===== src/rtl/disp_arb_pkg.sv =====
// disp_arb_pkg: shared types and the round-robin search helper for the
// display arbiter and any other display/debug arbiter built on rr_picker.
package disp_arb_pkg;

    localparam int NREQ_MAX = 4;

    typedef enum logic [1:0] {
        ST_IDLE = 2'd0,
        ST_SHOW = 2'd1,
        ST_GAP  = 2'd2
    } state_t;

    typedef struct packed {
        logic       found;
        logic [1:0] idx;
    } rr_pick_t;

    // First requester searching upward from ptr+1 with wrap at n, skipping
    // any source flagged in exclude.
    function automatic rr_pick_t next_rr(input logic [NREQ_MAX-1:0] req,
                                         input logic [1:0]          ptr,
                                         input logic [NREQ_MAX-1:0] exclude,
                                         input int                  n);
        rr_pick_t res;
        int       cand;
        res.found = 1'b0;
        res.idx   = 2'd0;
        for (int i = 1; i <= NREQ_MAX; i++) begin
            cand = int'(ptr) + i;
            if (cand >= n) cand = cand - n;
            if ((i <= n) && !res.found && req[cand[1:0]] && !exclude[cand[1:0]]) begin
                res.found = 1'b1;
                res.idx   = cand[1:0];
            end
        end
        return res;
    endfunction

endpackage


===== src/rtl/disp_arbiter_rr_picker.sv =====
// rr_picker: combinational round-robin selection starting after ptr.
module rr_picker
    import disp_arb_pkg::*;
#(
    parameter int NREQ = 4
) (
    input  logic [NREQ-1:0] req,
    input  logic [1:0]      ptr,
    input  logic [NREQ-1:0] exclude,
    output logic            found,
    output logic [1:0]      idx
);

    logic [NREQ_MAX-1:0] req_ext;
    logic [NREQ_MAX-1:0] excl_ext;
    rr_pick_t            pick;

    // Widen to the package width and run the shared search.
    always_comb begin
        req_ext                = '0;
        excl_ext               = '0;
        req_ext[NREQ-1:0]      = req;
        excl_ext[NREQ-1:0]     = exclude;
        pick                   = next_rr(req_ext, ptr, excl_ext, NREQ);
    end

    assign found = pick.found;
    assign idx   = pick.idx;

endmodule


===== src/rtl/disp_arbiter.sv =====
// disp_arbiter: round-robin time sharing of the seven-segment display word
// among up to four sources, with a minimum dwell per owner and a lock input.
// Optional DISP_ARB_BLANK_EN inserts a dark GAP of BLANK_CYCLES between owners.
//
// state | meaning
// IDLE  | no owner, display dark
// SHOW  | owner granted, digit tracks its data word
// GAP   | dark interval before handing over to the latched target
module disp_arbiter
    import disp_arb_pkg::*;
#(
    parameter int NREQ         = 4,
    parameter int DWELL        = 100_000_000,
    parameter int BLANK_CYCLES = 10_000_000
) (
    input  logic                 clk,
    input  logic                 reset,
    input  logic [NREQ-1:0]      req,
    input  logic [32*NREQ-1:0]   data,
    input  logic                 lock,
    output logic [NREQ-1:0]      grant,
    output logic [1:0]           owner,
    output logic [31:0]          digit,
    output logic                 blank
);

    localparam int             CW           = $clog2(DWELL);
    localparam logic [CW-1:0]  DWELL_RELOAD = CW'(DWELL - 1);
    localparam logic [1:0]     PTR_RESET    = 2'(NREQ - 1);

    if ((NREQ < 2) || (NREQ > NREQ_MAX) || (DWELL < 2) || (BLANK_CYCLES < 1)) begin : g_bad_param
        $error("disp_arbiter: parameter out of range");
    end

    state_t              state_q, state_d;
    logic [1:0]          ptr_q, ptr_d;
    logic [CW-1:0]       cnt_q, cnt_d;
    logic [1:0]          owner_q, owner_d;
    logic [31:0]         digit_q, digit_d;

`ifdef DISP_ARB_BLANK_EN
    localparam int             GW         = (BLANK_CYCLES > 1) ? $clog2(BLANK_CYCLES) : 1;
    localparam logic [GW-1:0]  GAP_RELOAD = GW'(BLANK_CYCLES - 1);
    logic [GW-1:0]       gcnt_q, gcnt_d;
    logic [1:0]          target_q, target_d;
`endif

    logic [31:0]         words [NREQ_MAX];
    logic [NREQ_MAX-1:0] req_ext;
    logic [NREQ_MAX-1:0] excl_ext;
    logic [NREQ_MAX-1:0] grant_ext;
    logic                pick_found;
    logic [1:0]          pick_idx;
    logic                do_switch;
    logic                enter_show;
    logic [1:0]          show_idx;

    for (genvar g = 0; g < NREQ_MAX; g++) begin : g_words
        if (g < NREQ) begin : g_live
            assign words[g] = data[32*g +: 32];
        end else begin : g_tie
            assign words[g] = '0;
        end
    end

    // Request vector widened so 2-bit indices are always in range; the
    // current owner is excluded from the search only while it is showing.
    always_comb begin
        req_ext           = '0;
        req_ext[NREQ-1:0] = req;
        excl_ext          = '0;
        if (state_q == ST_SHOW) excl_ext[owner_q] = 1'b1;
    end

    rr_picker #(.NREQ(NREQ)) u_picker (
        .req     (req),
        .ptr     (ptr_q),
        .exclude (excl_ext[NREQ-1:0]),
        .found   (pick_found),
        .idx     (pick_idx)
    );

    // Next-state logic: arbitration, dwell countdown and digit capture.
    always_comb begin
        state_d    = state_q;
        ptr_d      = ptr_q;
        cnt_d      = cnt_q;
        owner_d    = owner_q;
        digit_d    = digit_q;
        do_switch  = 1'b0;
        enter_show = 1'b0;
        show_idx   = pick_idx;
`ifdef DISP_ARB_BLANK_EN
        gcnt_d     = gcnt_q;
        target_d   = target_q;
`endif
        case (state_q)
            ST_IDLE: begin
                if (pick_found) enter_show = 1'b1;
            end
            ST_SHOW: begin
                digit_d = words[owner_q];
                if (!req_ext[owner_q]) begin
                    // Owner left: wins over expiry and ignores lock.
                    if (pick_found) begin
                        do_switch = 1'b1;
                    end else begin
                        state_d = ST_IDLE;
                        cnt_d   = '0;
                        digit_d = digit_q;
                    end
                end else if (!lock) begin
                    if (cnt_q == '0) begin
                        if (pick_found) do_switch = 1'b1;
                        else            cnt_d     = DWELL_RELOAD;
                    end else begin
                        cnt_d = cnt_q - 1'b1;
                    end
                end
            end
`ifdef DISP_ARB_BLANK_EN
            ST_GAP: begin
                if (gcnt_q != '0) begin
                    gcnt_d = gcnt_q - 1'b1;
                end else if (req_ext[target_q]) begin
                    enter_show = 1'b1;
                    show_idx   = target_q;
                end else if (pick_found) begin
                    enter_show = 1'b1;
                end else begin
                    state_d = ST_IDLE;
                end
            end
`endif
            default: state_d = ST_IDLE;
        endcase

        if (do_switch) begin
`ifdef DISP_ARB_BLANK_EN
            state_d  = ST_GAP;
            target_d = pick_idx;
            gcnt_d   = GAP_RELOAD;
            cnt_d    = '0;
            digit_d  = digit_q;
`else
            enter_show = 1'b1;
`endif
        end

        if (enter_show) begin
            state_d = ST_SHOW;
            owner_d = show_idx;
            ptr_d   = show_idx;
            cnt_d   = DWELL_RELOAD;
            digit_d = words[show_idx];
        end
    end

    // State and output registers with asynchronous clear.
    always_ff @(posedge clk or negedge reset) begin
        if (!reset) begin
            state_q  <= ST_IDLE;
            ptr_q    <= PTR_RESET;
            cnt_q    <= '0;
            owner_q  <= 2'd0;
            digit_q  <= 32'h0;
`ifdef DISP_ARB_BLANK_EN
            gcnt_q   <= '0;
            target_q <= 2'd0;
`endif
        end else begin
            state_q  <= state_d;
            ptr_q    <= ptr_d;
            cnt_q    <= cnt_d;
            owner_q  <= owner_d;
            digit_q  <= digit_d;
`ifdef DISP_ARB_BLANK_EN
            gcnt_q   <= gcnt_d;
            target_q <= target_d;
`endif
        end
    end

    // Outputs decode directly from registered state so they clear with reset.
    always_comb begin
        grant_ext = '0;
        if (state_q == ST_SHOW) grant_ext[owner_q] = 1'b1;
    end

    assign grant = grant_ext[NREQ-1:0];
    assign owner = (state_q == ST_SHOW) ? owner_q : 2'd0;
    assign digit = digit_q;
`ifdef DISP_ARB_BLANK_EN
    assign blank = (state_q != ST_SHOW);
`else
    assign blank = (state_q == ST_IDLE);
`endif

endmodule


===== config.mk =====
export PLATFORM = sky130hd
export DESIGN_NAME = disp_arbiter
export DESIGN_NICKNAME = d
export VERILOG_FILES = /design/src/rtl/disp_arb_pkg.sv /design/src/rtl/disp_arbiter_rr_picker.sv /design/src/rtl/disp_arbiter.sv
export SDC_FILE = /design/constraint.sdc
export NUM_CORES = 1
export LEC_CHECK = 0
export ABC_AREA = 0
export CAP_MARGIN = 20
export CORE_ASPECT_RATIO = 0.6
export CORE_UTILIZATION = 39
export DETAILED_ROUTE_END_ITERATION = 8
export GPL_ROUTABILITY_DRIVEN = 0
export PLACE_DENSITY_LB_ADDON = 0.2
export SYNTH_ARGS = -nofsm -noshare
export SYNTH_HDL_FRONTEND = slang
export SYNTH_SLANG_ARGS = --single-unit

===== constraint.sdc =====
create_clock -name clk -period 5.2 [get_ports clk]
set_clock_uncertainty 0.2 [all_clocks]
set_input_delay 1.56 -clock clk [delete_from_list [all_inputs] [get_ports clk]]
set_output_delay 1.56 -clock clk [all_outputs]
set_load 0.02 [all_outputs]

# Word level (Yosys, flattened, before mapping)
# Index checks and enable logic that the tools add are counted.
[word_totals]
wordCells = 115
in_bits = 135
reg_bits = 65
out_inout_bits = 39
[op_classes]
bitwise = 2
mux = 58
reduce_logical = 22
n_eq_ne = 7
n_addsub = 9
order_cmp = 12
[op_table]
columns = ["operator", "count"]
rows = [
  ["2-to-1 mux 32 bit", 8],
  ["2-to-1 mux 27 bit", 7],
  ["binary-select mux 32 bit (select 2 bit)", 2],
  ["zero test 27 bit", 1],
  ["subtractor 27 x 1 -> 27 bit, second input constant", 1],
  ["binary-select mux 1 bit (select 2 bit)", 9],
  ["2-to-1 mux 1 bit", 17],
  ["2-to-1 mux 2 bit", 8],
  [">= comparator 3 bit, second input constant", 5],
  ["less-than comparator 2 x 3 -> 1 bit, second input constant", 5],
  ["inequality test 3 bit, second input constant", 5],
  ["2-to-1 mux 3 bit", 4],
  ["logical AND 1 bit", 8],
  ["subtractor 2 x 1 -> 2 bit, second input constant", 4],
  ["zero test 1 bit", 7],
  ["adder 2 x 2 -> 3 bit, second input constant", 2],
  ["inverter 2 -> 3 bit", 2],
  ["adder 2 x 3 -> 4 bit, second input constant", 1],
  [">= comparator 4 x 3 -> 1 bit, second input constant", 1],
  ["2-to-1 mux 4 bit", 1],
  ["case mux 2 bit (2 select lines)", 1],
  ["AND reduction 4 bit", 1],
  ["adder 2 x 1 -> 3 bit, second input constant", 1],
  ["AND reduction 3 bit", 1],
  ["other kinds (8)", 8],
]

# Depth between registers and ports, before layout
[logic_depth]
ltp_word = 30
depth_mapped = 10

# Hierarchy
# A second synthesis with hierarchy kept.
[hier_totals]
cells_unflattened = 491
hier_area_um2 = 5291.3
[modules_own_cells]
columns = ["module", "n_inst", "cells_per_inst", "area_each_um2"]
rows = [
  ["disp_arbiter", 1, 474, 5165.0],
  ["rr_picker", 1, 17, 126.4],
]

# Least setup slack after synthesis
# Ideal clock, no wire load.
[synth_path]
path_kind = "input -> register"
start = "input req[3]"
end = "register cnt_q[19]"
t_required_ns = 4.860
path_slack_ns = 1.582
cell_stages = 8
t_arrival_ns = 3.278
setup_ns = 0.140
cell_sequence = "buf_2 > mux4_2 > and2_4 > a32o_1 > buf_6 > nor4_1 > xnor2_1 > nor2_1"
[synth_via]
elab_chain_cells = 24
elab_cells_between_ends = 39
cone_classes = "eq/ne: 3; mux: 24; reduce/logical: 12"
[synth_rtl]
columns = ["item", "line_no", "source"]
rows = [
  ["from (decl)", "disp_arbiter.sv:18", "input logic [NREQ-1:0] req,"],
  ["binary-select mux 1 bit (select 2 bit)", "disp_arb_pkg.sv:31", "if ((i <= n) && !res.found && req[cand[1:0]] && !exclude[cand[1:0]]) begin"],
  ["2-to-1 mux 1 bit (not written as such)", "disp_arb_pkg.sv:31", ""],
  ["logical AND 1 bit", "disp_arb_pkg.sv:31", ""],
  ["2-to-1 mux 3 bit", "disp_arb_pkg.sv:31", ""],
  ["zero test 1 bit", "disp_arb_pkg.sv:31", ""],
  ["logical AND 1 bit (2 in a row)", "disp_arb_pkg.sv:31", ""],
  ["2-to-1 mux 3 bit", "disp_arb_pkg.sv:31", ""],
  ["zero test 1 bit", "disp_arb_pkg.sv:31", ""],
  ["(+7 left out)", "n/a", ""],
  ["2-to-1 mux 1 bit", "disp_arbiter.sv:99, disp_arbiter.sv:105, disp_arbiter.sv:114", ""],
  ["2-to-1 mux 1 bit", "disp_arbiter.sv:113", "if (cnt_q == '0) begin"],
  ["2-to-1 mux 1 bit", "disp_arbiter.sv:112", "end else if (!lock) begin"],
  ["2-to-1 mux 1 bit", "disp_arbiter.sv:103", "if (!req_ext[owner_q]) begin"],
  ["2-to-1 mux 1 bit", "disp_arbiter.sv:97", "case (state_q)"],
  ["2-to-1 mux 1 bit", "disp_arbiter.sv:138", "if (do_switch) begin"],
  ["inequality test 3 bit (no source line) / nonzero test 2 bit (equally long branches)", "n/a", ""],
  ["AND reduction 4 bit (no source line)", "n/a", ""],
  ["to (signal assigned)", "disp_arbiter.sv:174", "cnt_q <= cnt_d;"],
  ["to (decl)", "disp_arbiter.sv:37", "logic [CW-1:0] cnt_q, cnt_d;"],
]
# Several ways; a longest one is shown, not always the timed one. The select of a mux whose other input is x is not followed.
# A chain may end at the register's enable or synchronous reset.

# Worst setup path in the final report
[layout_path]
start = "input req[3]"
end = "register digit_q[21] (netlist: digit[21])"
[layout_via]
elab_chain_cells = 24
elab_cells_between_ends = 41
cone_classes = "mux: 27; bitwise: 1; reduce/logical: 13"
[layout_rtl]
columns = ["item", "line_no", "source"]
rows = [
  ["binary-select mux 1 bit (select 2 bit)", "disp_arb_pkg.sv:31", ""],
  ["2-to-1 mux 1 bit (not written as such)", "disp_arb_pkg.sv:31", ""],
  ["logical AND 1 bit", "disp_arb_pkg.sv:31", ""],
  ["2-to-1 mux 3 bit", "disp_arb_pkg.sv:31", ""],
  ["zero test 1 bit", "disp_arb_pkg.sv:31", ""],
  ["logical AND 1 bit (2 in a row)", "disp_arb_pkg.sv:31", ""],
  ["2-to-1 mux 3 bit", "disp_arb_pkg.sv:31", ""],
  ["zero test 1 bit", "disp_arb_pkg.sv:31", ""],
  ["(+7 left out)", "n/a", ""],
  ["2-to-1 mux 1 bit", "disp_arbiter.sv:99, disp_arbiter.sv:105, disp_arbiter.sv:114", ""],
  ["2-to-1 mux 1 bit", "disp_arbiter.sv:113", ""],
  ["2-to-1 mux 1 bit", "disp_arbiter.sv:112", ""],
  ["2-to-1 mux 1 bit", "disp_arbiter.sv:103", ""],
  ["2-to-1 mux 1 bit", "disp_arbiter.sv:97", ""],
  ["2-to-1 mux 1 bit", "disp_arbiter.sv:138", ""],
  ["nonzero test 3 bit (no source line) / nonzero test 2 bit (equally long branches)", "n/a", ""],
  ["AND reduction 2 bit (no source line)", "n/a", ""],
  ["to (signal assigned)", "disp_arbiter.sv:176", "digit_q <= digit_d;"],
  ["to (decl)", "disp_arbiter.sv:39", "logic [31:0] digit_q, digit_d;"],
]
# Several ways; a longest one is shown, not always the timed one. The select of a mux whose other input is x is not followed.

==> results.yml <==
timing:
  hold_slack_ps: 290
  setup_viol_count_final: 0
  finalMaxSlewViolations: 0
  rsz0062_at_grt: "no"
  fin_tns_setup_ps: 0
  final-hold-violation-count: 0
  worst_pin_slew_ps: 1030
  max_freq_ghz: 0.237
  fin_crit_sh: 0.812
  relSlewSlack: 0.314
  final.min_clock_period_ps: 4220
drt:
  routedWlPerCell_um: 20.0
  antenna_left: 0
  drtIter0Drc: 383
  via_per_inst: 6.14
  drc: 0
  finalWirelength_um: 16500
  vias: 5074
  dr.pass1.iters: 5
worst_setup_path:
  arrival_ps: 4210
  cpPeakStageDelay_ps: 650
  critPathBufInv: 2
  slowest_stage: "mux4_2"
  path_cells: "clkdlybuf4s50_1, mux4_2, nand2_1, o22ai_1, nor2_2, buf_4, a221oi_1"
  end_kind: "flop"
  cp_max_fo: 19
  path_delay_family: "buffers and inverters"
  crit_type: "in2reg"
  required_ps: 5190
  start_kind: "input port"
outcome:
  status: "completed"
global_route:
  track_usage: 0.257
  grt_overflow: 0
  grt_util_met3: 0.0665
  grt_antenna_before_repair: 0
  grt_util_met2: 0.379
  grt_max_degree: 67
  grt_pass1_wl_um: 25900
  grtUsageMet1: 0.378
  top_usage_layer: "met2"
  grt_pass1_vias: 4887
floorplanning:
  core_um2: 12100
  rows: 31
  start_util: 0.403
  die_w_um: 146
  dieArea_um2: 13000
  die_h_um: 88.6
  io_pins: 174
clock_network:
  cts_resized: 0
  insertion_delay_ps: 330
  cts_tree: "built"
  post_cts_buffers: 0
  clock_path_buffers: 2
  clkTransAtPathRegs_ps: 50
  ctsHoldBuffers: 0
  cts_inserted_buffers: 9
  cts_root_buf: "clkbuf_16"
  clock_sinks: 64
  h-tree-depth: 3
yosys:
  avgSynthCellArea_um2: 9.67
  synth_top_area_share: 0.318
  async_flop_share: 1.00
  synth_cells: 504
  synth.distinct_cells: 58
  yosys_most_used_dff: "dfrtp_1"
  yosysTopAreaCell: "dfrtp_1"
  synth_nets: 640
  netlist_area_um2: 4870
  yosysSeqAreaShare: 0.329
  ys_top_cells_by_area: "dfrtp_1 32%, mux4_2 15%, mux2i_1 7.0%"
  yosysWarnings: 0
  ys_seq_elements: 64
  synth_edf_count: 0
layout:
  num-nets-final: 793
  area_delta_synth_final_pct: 43.3
  fin_area_um2: 6990
  num-fill-cells: 1075
  antennaDiodeCount: 0
  final_util: 0.577
  drive_gt1_frac: 0.122
worst_hold_path:
  hold_path_class: "reg2reg"
pwr:
  power.internal_uw: 2340
  combPwrFrac: 0.635
  clockPowerShare: 0.129
  power_density_nw_per_um2: 611
  ir_drop_v: 0.000421
  leakagePower_uw: 0.00267
  power.switching_uw: 1930
  swShare: 0.452
  pwr-share-seq: 0.236
placement:
  post_dp_cell_area_um2: 6720
  dp_hpwl_um: 11300
  port_buffers: 173
run:
  max_cap_viol_count: 0
-- power groups by stage --
| stage | Sequential, µW | Clock (µW) | Combinational (µW) |
|---|---|---|---|
| after floorplan | 1040 | 0 | 1780 |
| after global placement | 1000 | 0 | 2630 |
| after detailed placement | 1010 | 0 | 2700 |
| after CTS | 1000 | 561 | 2710 |
| after global routing | 1040 | 587 | 2940 |
| final | 1010 | 551 | 2710 |
-- sequential cells by signal, summed over array words and instances (netlist names) --
name     count
owner_q      2
ptr_q        2
cnt_q       27
state_q      1
digit       32
-- per-layer routing --
layer,vias up,wire length [µm],share of wire
met5,-,0,0
met4,0,177,0.011
met3,19,1510,0.091
met2,304,7400,0.45
met1,2460,7450,0.45
li1,2291,-,-
-- final cells by class --
| cell class | count | area [µm²] | share of cell area |
|---|---|---|---|
| multi-input combinational | 385 | 3040 | 0.436 |
| timing repair buffer | 182 | 1810 | 0.259 |
| clock inverter | 4 | 20.0 | 0.00287 |
| tap | 165 | 206 | 0.0296 |
| sequential | 64 | 1610 | 0.230 |
| inverter | 15 | 56.3 | 0.00806 |
| clock buffer | 12 | 246 | 0.0353 |
-- worst register-to-register path, delay by kind of cell (launching register included) --
| family | cells | cell delay [ps] |
|---|---|---|
| AOI/OAI and AO/OA | 2 | 310 |
| adders and majority gates | 1 | 240 |
| buffers and inverters | 2 | 500 |
| DFF | 1 | 400 |
| and+or+nand+nor | 4 | 2070 |
-- stage by stage --
step                cells  power [µW]  worst slack, ps
global route          827        4570              829
floorplan             504        2820             1580
global placement      810        3640              754
CTS                   827        4270              993
finish                827        4270              977
detailed placement    811        3710              657
-- cell usage after synthesis (all sizes together) (2+ instances only) --
cell and count:
a211oi 3, a21oi 57, a221oi 33, a22o 2, a22oi 3, a31oi 4
and2 3, buf 19, clkbuf 21, dfrtp 62, dfstp 2, inv 15
mux2 4, mux2i 34, mux4 33, nand2 54, nand2b 4, nand3 5
nand4 2, nor2 29, nor3 12, nor3b 2, nor4 9, nor4b 2
o21a 3, o21ai 13, o22a 7, o22ai 36, o31ai 2, or3 5
xnor2 4, xor2 5
-- cell usage in the layout, fill, tap and decap left out, drive strengths merged, types with 10 or more instances in the layout --
master	count
mux4	33
o22ai	36
clkbuf	12
o21ai	13
dfrtp	62
buf	10
nand2	54
a221oi	33
mux2i	34
clkdlybuf4s50	172
nor2	29
inv	15
nor3	12
a21oi	57
-- cell families after synthesis --
family,share of synthesized area
simple gates,0.136
xor+xnor,0.0162
flops,0.329
mux,0.232
compound gates,0.234
fa+ha+maj,0.00257
buf+inv,0.0511
-- final timing paths --
kind,start,end,slack (ps),depth (start not counted)
setup / recovery,req[3],digit[21],980,7
hold / removal,ptr_q[1],ptr_q[1],290,2
setup reg to reg,cnt_q[0],digit[21],1360,9
hold reg to reg,ptr_q[1],ptr_q[1],290,2
max in group asynchronous,reset,digit[24],2760,2
min in group asynchronous,reset,cnt_q[1],1070,1
Note: power is estimated with default switching activity, not from simulation.
